==> src/rtl/tq_ram_pkg.sv <==
// Shared definitions for the TQ lane RAM: FSM states, lane slicing and parity sizing.
// Parity storage is enabled by defining TQ_RAM_PARITY_EN.
package tq_ram_pkg;

    typedef enum logic {
        TQ_RAM_INIT = 1'b0,
        TQ_RAM_RUN  = 1'b1
    } tq_ram_state_e;

    localparam int TQ_RAM_PAR_W = 1;

`ifdef TQ_RAM_PARITY_EN
    localparam bit TQ_RAM_PARITY = 1'b1;
`else
    localparam bit TQ_RAM_PARITY = 1'b0;
`endif

    function automatic int lane_lsb(input int lane, input int lane_width);
        return lane * lane_width;
    endfunction

endpackage

==> src/rtl/tq_ram_1p_lane_array.sv <==
// Masked-write, synchronous-read storage array for the TQ lane RAM.
// With TQ_RAM_PARITY_EN each lane carries an even-parity bit checked on read.
module tq_ram_1p_lane_array
    import tq_ram_pkg::*;
#(
    parameter int LANE_WIDTH = 16,
    parameter int LANE_NUM   = 4,
    parameter int Addr_Width = 5
) (
    input  logic                           clk,
    input  logic                           rstn,
    input  logic                           we,
    input  logic                           re,
    input  logic [LANE_NUM-1:0]            msk,
    input  logic [Addr_Width-1:0]          addr,
    input  logic [LANE_NUM*LANE_WIDTH-1:0] wdat,
    output logic [LANE_NUM*LANE_WIDTH-1:0] rdat
`ifdef TQ_RAM_PARITY_EN
    ,
    output logic [LANE_NUM-1:0]            par_err
`endif
);

    localparam int W     = LANE_NUM * LANE_WIDTH;
    localparam int DEPTH = 2 ** Addr_Width;
    localparam int MEM_W = W + (TQ_RAM_PARITY ? LANE_NUM * TQ_RAM_PAR_W : 0);

    logic [MEM_W-1:0] mem [DEPTH];

    // Parity bits sit above the data word, one per lane in lane order.
    always_ff @(posedge clk) begin
        if (we) begin
            for (int k = 0; k < LANE_NUM; k++) begin
                if (msk[k]) begin
                    mem[addr][lane_lsb(k, LANE_WIDTH) +: LANE_WIDTH] <= wdat[lane_lsb(k, LANE_WIDTH) +: LANE_WIDTH];
`ifdef TQ_RAM_PARITY_EN
                    mem[addr][W + k] <= ^wdat[lane_lsb(k, LANE_WIDTH) +: LANE_WIDTH];
`endif
                end
            end
        end
    end

    always_ff @(posedge clk) begin
        if (!rstn) begin
            rdat <= '0;
`ifdef TQ_RAM_PARITY_EN
            par_err <= '0;
`endif
        end else if (re) begin
            rdat <= mem[addr][W-1:0];
`ifdef TQ_RAM_PARITY_EN
            for (int k = 0; k < LANE_NUM; k++) begin
                par_err[k] <= (^mem[addr][lane_lsb(k, LANE_WIDTH) +: LANE_WIDTH]) ^ mem[addr][W + k];
            end
`endif
        end
    end

endmodule

==> src/rtl/tq_ram_1p_lane.sv <==
// Single-port lane RAM controller: clear FSM, valid/ready request port, optional output stage.
// Optional per-lane parity checking is enabled by defining TQ_RAM_PARITY_EN.
module tq_ram_1p_lane
    import tq_ram_pkg::*;
#(
    parameter int LANE_WIDTH = 16,
    parameter int LANE_NUM   = 4,
    parameter int Addr_Width = 5,
    parameter int OUT_REG    = 0
) (
    input  logic                           clk,
    input  logic                           rstn,
    input  logic                           clr_i,
    input  logic                           req_val_i,
    output logic                           req_rdy_o,
    input  logic                           req_wen_i,
    input  logic [LANE_NUM-1:0]            req_msk_i,
    input  logic [Addr_Width-1:0]          req_addr_i,
    input  logic [LANE_NUM*LANE_WIDTH-1:0] req_dat_i,
    output logic                           rd_val_o,
    output logic [LANE_NUM*LANE_WIDTH-1:0] rd_dat_o,
    output logic                           busy_o
`ifdef TQ_RAM_PARITY_EN
    ,
    output logic [LANE_NUM-1:0]            par_err_o
`endif
);

    localparam int W = LANE_NUM * LANE_WIDTH;

    tq_ram_state_e         state;
    logic [Addr_Width-1:0] clr_cnt;
    logic                  accept;
    logic                  arr_we;
    logic                  arr_re;
    logic [LANE_NUM-1:0]   arr_msk;
    logic [Addr_Width-1:0] arr_addr;
    logic [W-1:0]          arr_wdat;
    logic [W-1:0]          arr_rdat;
    logic                  rd_v1;
`ifdef TQ_RAM_PARITY_EN
    logic [LANE_NUM-1:0]   arr_err;
`endif

    // A clear request wins over everything and restarts the fill from address 0.
    always_ff @(posedge clk) begin
        if (!rstn) begin
            state   <= TQ_RAM_INIT;
            clr_cnt <= '0;
        end else if (clr_i) begin
            state   <= TQ_RAM_INIT;
            clr_cnt <= '0;
        end else if (state == TQ_RAM_INIT) begin
            clr_cnt <= clr_cnt + 1'b1;
            if (clr_cnt == '1) begin
                state <= TQ_RAM_RUN;
            end
        end
    end

    assign req_rdy_o = (state == TQ_RAM_RUN) && !clr_i;
    assign busy_o    = (state == TQ_RAM_INIT);
    assign accept    = req_val_i && req_rdy_o;

    always_comb begin
        arr_we   = 1'b0;
        arr_re   = 1'b0;
        arr_msk  = req_msk_i;
        arr_addr = req_addr_i;
        arr_wdat = req_dat_i;
        if (state == TQ_RAM_INIT) begin
            arr_we   = 1'b1;
            arr_msk  = '1;
            arr_addr = clr_cnt;
            arr_wdat = '0;
        end else begin
            arr_we = accept && req_wen_i;
            arr_re = accept && !req_wen_i;
        end
    end

    tq_ram_1p_lane_array #(
        .LANE_WIDTH (LANE_WIDTH),
        .LANE_NUM   (LANE_NUM),
        .Addr_Width (Addr_Width)
    ) u_array (
        .clk     (clk),
        .rstn    (rstn),
        .we      (arr_we),
        .re      (arr_re),
        .msk     (arr_msk),
        .addr    (arr_addr),
        .wdat    (arr_wdat),
        .rdat    (arr_rdat)
`ifdef TQ_RAM_PARITY_EN
        ,
        .par_err (arr_err)
`endif
    );

    always_ff @(posedge clk) begin
        if (!rstn) begin
            rd_v1 <= 1'b0;
        end else begin
            rd_v1 <= arr_re;
        end
    end

    generate
        if (OUT_REG != 0) begin : g_out_reg
            logic         val_q;
            logic [W-1:0] dat_q;
`ifdef TQ_RAM_PARITY_EN
            logic [LANE_NUM-1:0] err_q;
`endif

            // Data only advances on a valid beat so the output holds between reads.
            always_ff @(posedge clk) begin
                if (!rstn) begin
                    val_q <= 1'b0;
                    dat_q <= '0;
`ifdef TQ_RAM_PARITY_EN
                    err_q <= '0;
`endif
                end else begin
                    val_q <= rd_v1;
                    if (rd_v1) begin
                        dat_q <= arr_rdat;
`ifdef TQ_RAM_PARITY_EN
                        err_q <= arr_err;
`endif
                    end
                end
            end

            assign rd_val_o = val_q;
            assign rd_dat_o = dat_q;
`ifdef TQ_RAM_PARITY_EN
            assign par_err_o = val_q ? err_q : '0;
`endif
        end else begin : g_no_reg
            assign rd_val_o = rd_v1;
            assign rd_dat_o = arr_rdat;
`ifdef TQ_RAM_PARITY_EN
            assign par_err_o = rd_v1 ? arr_err : '0;
`endif
        end
    endgenerate

endmodule

==> config.mk <==
export PLATFORM = sky130hd
export DESIGN_NAME = tq_ram_1p_lane
export DESIGN_NICKNAME = d
export VERILOG_FILES = /design/src/rtl/tq_ram_pkg.sv /design/src/rtl/tq_ram_1p_lane_array.sv /design/src/rtl/tq_ram_1p_lane.sv
export SDC_FILE = /design/constraint.sdc
export NUM_CORES = 2
export LEC_CHECK = 0
export BUFFER_PORTS_ARGS = -buffer_cell sky130_fd_sc_hd__buf_4
export CAP_MARGIN = 10
export CORE_UTILIZATION = 25
export CTS_CLUSTER_DIAMETER = 80
export DETAILED_ROUTE_END_ITERATION = 16
export SYNTH_ARGS = -nofsm -noshare
export SYNTH_HDL_FRONTEND = slang
export SYNTH_SLANG_ARGS = --single-unit
==> constraint.sdc <==
create_clock -name clk -period 4.5 [get_ports clk]
set_input_delay 0.9 -clock clk [delete_from_list [all_inputs] [get_ports clk]]
set_output_delay 0.9 -clock clk [all_outputs]
set_load 0.01 [all_outputs]
; Word level (Yosys, flattened, before mapping)
; Memory sizes are Yosys's and may differ from the RTL's. A register that Yosys moved wholly into a read port is not among the register bits.
; Cells that the tools add are included.
[word_totals]
mem_bits_rw = 2048
regBits = 7
wordCells = 35
memories = 1
output_inout_bits = 67
input_bits = 78
[memory_table]
columns = name, depth, width, read_ports, rd_clocked_by_memory_dff, write_ports, line_no
row1 = u_array.mem, 32, 64, 1, 1, 1, tq_ram_1p_lane_array.sv:28  ; logic [MEM_W-1:0] mem [DEPTH];
[classes]
mux = 19
addsub = 1
n_bitwise = 2
n_eq_ne = 1
n_reduce_logical = 8
[ops]
columns = op, count
row1 = 2-to-1 mux 64 bit, 1
row2 = 2-to-1 mux 1 bit, 16
row3 = "adder 5 x 1 -> 5 bit, second input constant", 1
row4 = "equality test 5 bit, second input constant", 1
row5 = 2-to-1 mux 5 bit, 1
row6 = logical AND 1 bit, 4
row7 = 2-to-1 mux 4 bit, 1
row8 = logical NOT 1 bit, 3
row9 = inverter 1 bit, 2
row10 = OR reduction 2 bit, 1

; Longest topological paths before layout
[depth]
ltp_word = 7
depth_mapped = 10
mapped_depth_nobuf = 5

; Modules after synthesis
; A second synthesis with hierarchy kept.
[hier_totals]
cells_unflattened = 3762
area_unflattened_um2 = 80596.0
[modules_own_cells]
columns = mod, seq_area_each_um2, cells_each, area_each_um2, instances
row1 = tq_ram_1p_lane_array, 62780.2, 3649, 79722.7, 1
row2 = tq_ram_1p_lane, 140.1, 113, 873.3, 1

; Worst setup path before layout
; Ideal clock, no wire load.
[synth_timing]
path_type = in2reg
from = in req_addr_i[0]
to = mem u_array.mem[10][48] (netlist bit) (enable)
setup_ns = 0.388
setup_slack_ns = 0.989
path_buffers = 6
stages = 10
arrival_ns = 3.123
t_required_ns = 4.112
path_cell_list = mux2_4 buf_6 buf_6 buf_6 buf_6 buf_6 buf_2 nor2_1 nand2_1 nor2_1
[synth_between]
elab_chain_cells = 1
[synth_lines]
columns = item, line_no
row1 = from (decl), tq_ram_1p_lane.sv:18  ; input logic [Addr_Width-1:0] req_addr_i,
row2 = 2-to-1 mux 5 bit, tq_ram_1p_lane.sv:71  ; if (state == TQ_RAM_INIT) begin
row3 = to (decl), tq_ram_1p_lane_array.sv:28
; No other way between the ends.

; Worst setup path in the final report
[layout_timing]
from = reg state
to = reg u_array.rdat[43], read port of u_array.mem
[layout_between]
elab_chain_cells = 4
word_cells_on_any_way = 5
classes_between = mux (2) / reduce/logical (3)
[layout_lines]
columns = item, line_no
row1 = from (decl), tq_ram_1p_lane.sv:31  ; tq_ram_state_e state;
row2 = from (signal assigned), tq_ram_1p_lane.sv:48  ; state <= TQ_RAM_INIT;
row3 = from (signal assigned), tq_ram_1p_lane.sv:51  ; state <= TQ_RAM_INIT;
row4 = from (signal assigned), tq_ram_1p_lane.sv:56  ; state <= TQ_RAM_RUN;
row5 = logical AND 1 bit, tq_ram_1p_lane.sv:61  ; assign req_rdy_o = (state == TQ_RAM_RUN) && !clr_i;
row6 = logical AND 1 bit, tq_ram_1p_lane.sv:63  ; assign accept = req_val_i && req_rdy_o;
row7 = logical AND 1 bit, tq_ram_1p_lane.sv:78  ; arr_re = accept && !req_wen_i;
row8 = 2-to-1 mux 1 bit, tq_ram_1p_lane.sv:71
row9 = to (decl), tq_ram_1p_lane_array.sv:17  ; output logic [LANE_NUM*LANE_WIDTH-1:0] rdat
; Parallel ways exist; a longest one is shown, timed or not.
; A chain may end at the register's enable or synchronous reset.

==> results_tabular.tex <==
\begin{tabular}{lr}
\hline
Metric & Value \\
\hline
\multicolumn{2}{l}{\textbf{Outcome}} \\
\quad Result of the run & finished, final reports clean \\
\multicolumn{2}{l}{\textbf{Global route}} \\
\quad GR Util All Layers & 12.9\% \\
\quad Met1 usage in global routing & 17.4\% \\
\quad Vias in the first global route & between 40000 and 50000 \\
\quad Gr busiest metal & met2 \\
\quad GR met2 Demand/Resource & 21.2\% \\
\quad Number of antenna violations at the first check in global routing & 9 \\
\quad Remaining Overflow, GRT & 0 \\
\quad Wire length of the first global-routing pass & between 300000 and 400000 microns \\
\quad GRT met3 Usage & 2.53\% \\
\quad Largest net degree at the start of global routing & 83 \\
\multicolumn{2}{l}{\textbf{Final layout}} \\
\quad Final Cell Area & 0.0947 sq mm \\
\quad Area growth syn-to-layout & 18.1\% \\
\quad Share of layout cells above drive strength 1 & 30.3\% \\
\quad Final layout net count & 4133 \\
\multicolumn{2}{l}{\textbf{Clocking}} \\
\quad CTS Root Buffer Type & clkbuf\_16 \\
\quad Setup fix buffers added after clock tree synthesis & 0 \\
\quad Clock Latency Late Sink & about 850 ps \\
\quad \# hold bufs at CTS & 0 \\
\quad \# clock sinks & 2119 \\
\quad CTS Buf Count & 202 \\
\quad Clock tree from TritonCTS & done \\
\quad CTS H-Tree Depth & 4 \\
\quad Post-CTS Resized & 0 \\
\quad Register clock-pin slew on the reported worst setup and hold paths & 60 ps \\
\quad CTS max path bufs & 3 \\
\multicolumn{2}{l}{\textbf{STA}} \\
\quad Fin Clk Skew & 32.8 ps \\
\quad Highest Clock Rate & 271 MHz \\
\quad Worst rel slew slack & 17.8\% \\
\quad Transition time at the pin with the least slew margin & 1230 ps \\
\quad TNS Setup & 0 ps \\
\quad Final hold vios & 0 \\
\quad Period minus WS final & 3700 ps \\
\quad Setup violators final & 0 \\
\quad Fin Hold WS & between 500 and 600 ps \\
\quad Max-slew violation total from the final report & 0 \\
\quad Tcrit/Tclk final & 82.1\% \\
\quad RSZ-0062 raised after global routing & false \\
\multicolumn{2}{l}{\textbf{Critical path}} \\
\quad Number of cell instances on the worst register-to-register path & 6 \\
\quad Max stage delay cell, worst path & o21ai\_2 \\
\quad Maximum cell stage delay along the critical path & 950 ps \\
\quad Setup Crit Path Kind & reg2reg \\
\quad Startpoint class of the critical path & flop \\
\quad Largest fanout on the critical path & 32 \\
\quad Worst flop-to-flop path startpoint & state\$\_SDFF\_PP0\_ \\
\quad Cell-by-cell trace of the critical path & buf\_4 -> and4bb\_2 -> o21ai\_2 -> o32ai\_1 -> nor4\_1 -> a31oi\_1 \\
\quad Capturing point of the worst reg2reg path & u\_array.rdat[43]\$\_SDFFE\_PN0P\_ \\
\quad WP data arrival & between 4000 and 5000 ps \\
\quad Worst Setup End Kind & flop \\
\quad Register-to-register path setup slack & 800 ps \\
\quad Req. time, crit path & 5190 ps \\
\multicolumn{2}{l}{\textbf{Floorplanning}} \\
\quad Area of the die & 0.323 sq mm \\
\quad Initial cell density of the core & 25.2\% \\
\quad Die extent in y & 569 microns \\
\quad Io pins & 145 \\
\quad Placeable core area & approximately 0.32 sq mm \\
\quad Std cell rows & 207 \\
\quad Horizontal extent of the die & 569 microns \\
\multicolumn{2}{l}{\textbf{Pwr}} \\
\quad Overall power & 39.2 mW \\
\quad Leakage & between 20 and 30 nW \\
\quad Combinational share of power & under 10\% \\
\quad Worst voltage drop across the vdd grid & 0.418 mV \\
\quad Switching power share of the total & between 20\% and 30\% \\
\quad Power density relative to cell area & 414 mW/mm\^{}2 \\
\quad Clock power share & between 40\% and 50\% \\
\quad Sequential fraction of design power & 54.6\% \\
\quad Internal power & 31.3 mW \\
\quad Net switching power & slightly below 8 mW \\
\multicolumn{2}{l}{\textbf{Logic synthesis}} \\
\quad Synth warnings & 0 \\
\quad Top flip-flop cell by instance count after synthesis & edfxtp\_1 \\
\quad Per-instance average area after synthesis & 21.9 sq um \\
\quad Unique masters post-synth & 49 \\
\quad Fraction of registers with async set or reset after synthesis & 0\% \\
\quad Number of enable-type register cells in the synthesized netlist & 2048 \\
\quad Post-Syn Instances & 3666 \\
\quad Share of the yosys chip area belonging to registers & around four fifths \\
\quad Area of the mapped netlist & around 0.08 sq mm \\
\quad Syn\_nets & between 3000 and 4000 \\
\quad Seq cells post-synth & 2119 \\
\multicolumn{2}{l}{\textbf{Hold path}} \\
\quad Kind of path behind the tightest hold check & in2reg \\
\quad Hold Startpoint & clr\_i \\
\quad Number of cells traversed by the worst hold path & 3 \\
\quad Worst hold path endpoint & state\$\_SDFF\_PP0\_ \\
\multicolumn{2}{l}{\textbf{Drt}} \\
\quad Vias per Instance & 4.71 \\
\quad Wire length after detailed routing & 212000 microns \\
\quad Initial DRT Pass Iterations & 5 \\
\quad Initial detailed-routing violation count & about 4400 \\
\quad Via count & 39600 \\
\quad Routed Antenna Nets & 0 \\
\quad Average routed wire per standard cell & approximately 25 microns \\
\quad DR DRC count & 0 \\
\multicolumn{2}{l}{\textbf{Placed design}} \\
\quad Placed wire-length estimate & $\sim$130000 microns \\
\quad Placer congestion estimate & 0.758 \\
\quad IO buf count & 144 \\
\quad Cell area after placement & 0.0881 sq mm \\
\multicolumn{2}{l}{\textbf{Run}} \\
\quad Max-cap violations & 0 \\
\hline
\end{tabular}
==> critical path: cells and delay by family, from the launching register on <==
kind	cells	cell delay, ps
AOI/OAI and AO/OA	3	1350
buffers and inverters	1	500
DFF	1	590
and+or+nand+nor	2	1090
==> power by group through the flow <==
stage                     logic, mW  registers, mW  clock network [mW]
after floorplan               0.745           21.8                   0
after global placement         1.12           21.8                   0
after detailed placement       1.12           21.8                   0
after CTS                      1.13           21.4                17.0
after global routing           1.17           21.4                17.7
final                          1.10           21.4                16.7
==> state kept, by name (all words and copies together) (netlist names) <==
signal / flops
state: 1
u_array.rdat: 64
u_array.mem: 2048
clr_cnt: 5
rd_val_o: 1
==> layout by cell type (no fill, tap or decap), types with 7 or more instances in the layout <==
master | synthesis | final
nand2_1 | 47 | 47
o32ai_1 | 19 | 18
clkbuf_16 | 0 | 205
clkbuf_8 | 0 | 20
mux4_2 | 464 | 464
mux2i_1 | 90 | 89
edfxtp_1 | 2048 | 2048
a31oi_1 | 65 | 65
and2_1 | 67 | 66
clkbuf_1 | 115 | 66
dfxtp_1 | 71 | 70
clkinv_1 | 0 | 30
a221oi_1 | 89 | 89
o22ai_1 | 16 | 14
inv_6 | 0 | 7
buf_12 | 0 | 27
nand2b_1 | 7 | 7
clkinv_2 | 0 | 31
a2111oi_0 | 13 | 10
a22o_1 | 74 | 73
nor3_1 | 17 | 17
nor2_1 | 156 | 55
buf_4 | 5 | 372
a22oi_1 | 57 | 56
a21oi_1 | 24 | 24
nor2_2 | 0 | 101
bufinv_16 | 0 | 12
o21ai_0 | 68 | 68
==> layout make-up <==
class | instances | area, sq um
Antenna cell | 5 | 12.5
Clock buffer | 290 | 5630
Clock inverter | 90 | 851
Fill cell | 30700 | 224000
Inverter | 5 | 18.8
Multi-Input combinational cell | 1321 | 16600
Sequential cell | 2119 | 62900
Tap cell | 4180 | 5230
Timing Repair Buffer | 404 | 3440
==> kinds of logic (layout without fill, tap and decap cells) <==
group | after synthesis | count (layout) | share of synthesized area [%]
mux | 556 | 556 | 14.2
flops | 2119 | 2119 | 78.4
xor+xnor | 3 | 3 | 0.0327
compound gates | 442 | 442 | 4.10
other cells | 0 | 5 | 0
simple gates | 318 | 318 | 1.85
buf+inv | 226 | 789 | 1.41
fa+ha+maj | 2 | 2 | 0.0312
==> per-stage QoR <==
stage,instances,util [%],setup slack [ps]
6_report,8414,29.7,804
5_1_grt,8410,29.7,586
4_1_cts,8404,29.7,780
3_5_place_dp,8024,27.7,515
3_3_place_gp,8024,27.7,497
2_1_floorplan,3666,-,989
==> layer usage <==
layer	vias up	share of wire (%)
met3	258	7.0
met2	1454	48
met5	-	0.0056
met4	2	2.2
met1	21600	42
li1	16400	-
==> how the worst max path moves through the flow <==
stage	from	endpoint	slack [ps]	cells past startpoint
floorplan	req_addr_i[0]	u_array.mem[10][48]$_DFFE_PP_	990	10
global placement	req_addr_i[0]	u_array.rdat[43]$_SDFFE_PN0P_	500	8
detailed placement	req_addr_i[0]	u_array.rdat[43]$_SDFFE_PN0P_	520	8
CTS	state$_SDFF_PP0_	u_array.rdat[43]$_SDFFE_PN0P_	780	6
global route	state$_SDFF_PP0_	u_array.rdat[43]$_SDFFE_PN0P_	590	7
finish	state$_SDFF_PP0_	u_array.rdat[43]$_SDFFE_PN0P_	800	6
==> Yosys cell counts, drive strengths merged, types with 20 or more instances <==
| cell | count | share of area, % |
|---|---|---|
| edfxtp | 2048 | 77 |
| buf | 106 | 0.85 |
| a21oi | 24 | 0.15 |
| nor2 | 156 | 0.73 |
| mux4 | 464 | 13 |
| a22o | 74 | 0.81 |
| o32ai | 20 | 0.23 |
| dfxtp | 71 | 1.8 |
| a31oi | 65 | 0.51 |
| and2 | 67 | 0.52 |
| a22oi | 57 | 0.53 |
| nand2 | 47 | 0.22 |
| mux2i | 90 | 1.1 |
| o21ai | 71 | 0.45 |
| clkbuf | 115 | 0.54 |
| a221oi | 94 | 1.1 |
Power figures use the tool's default switching activity.
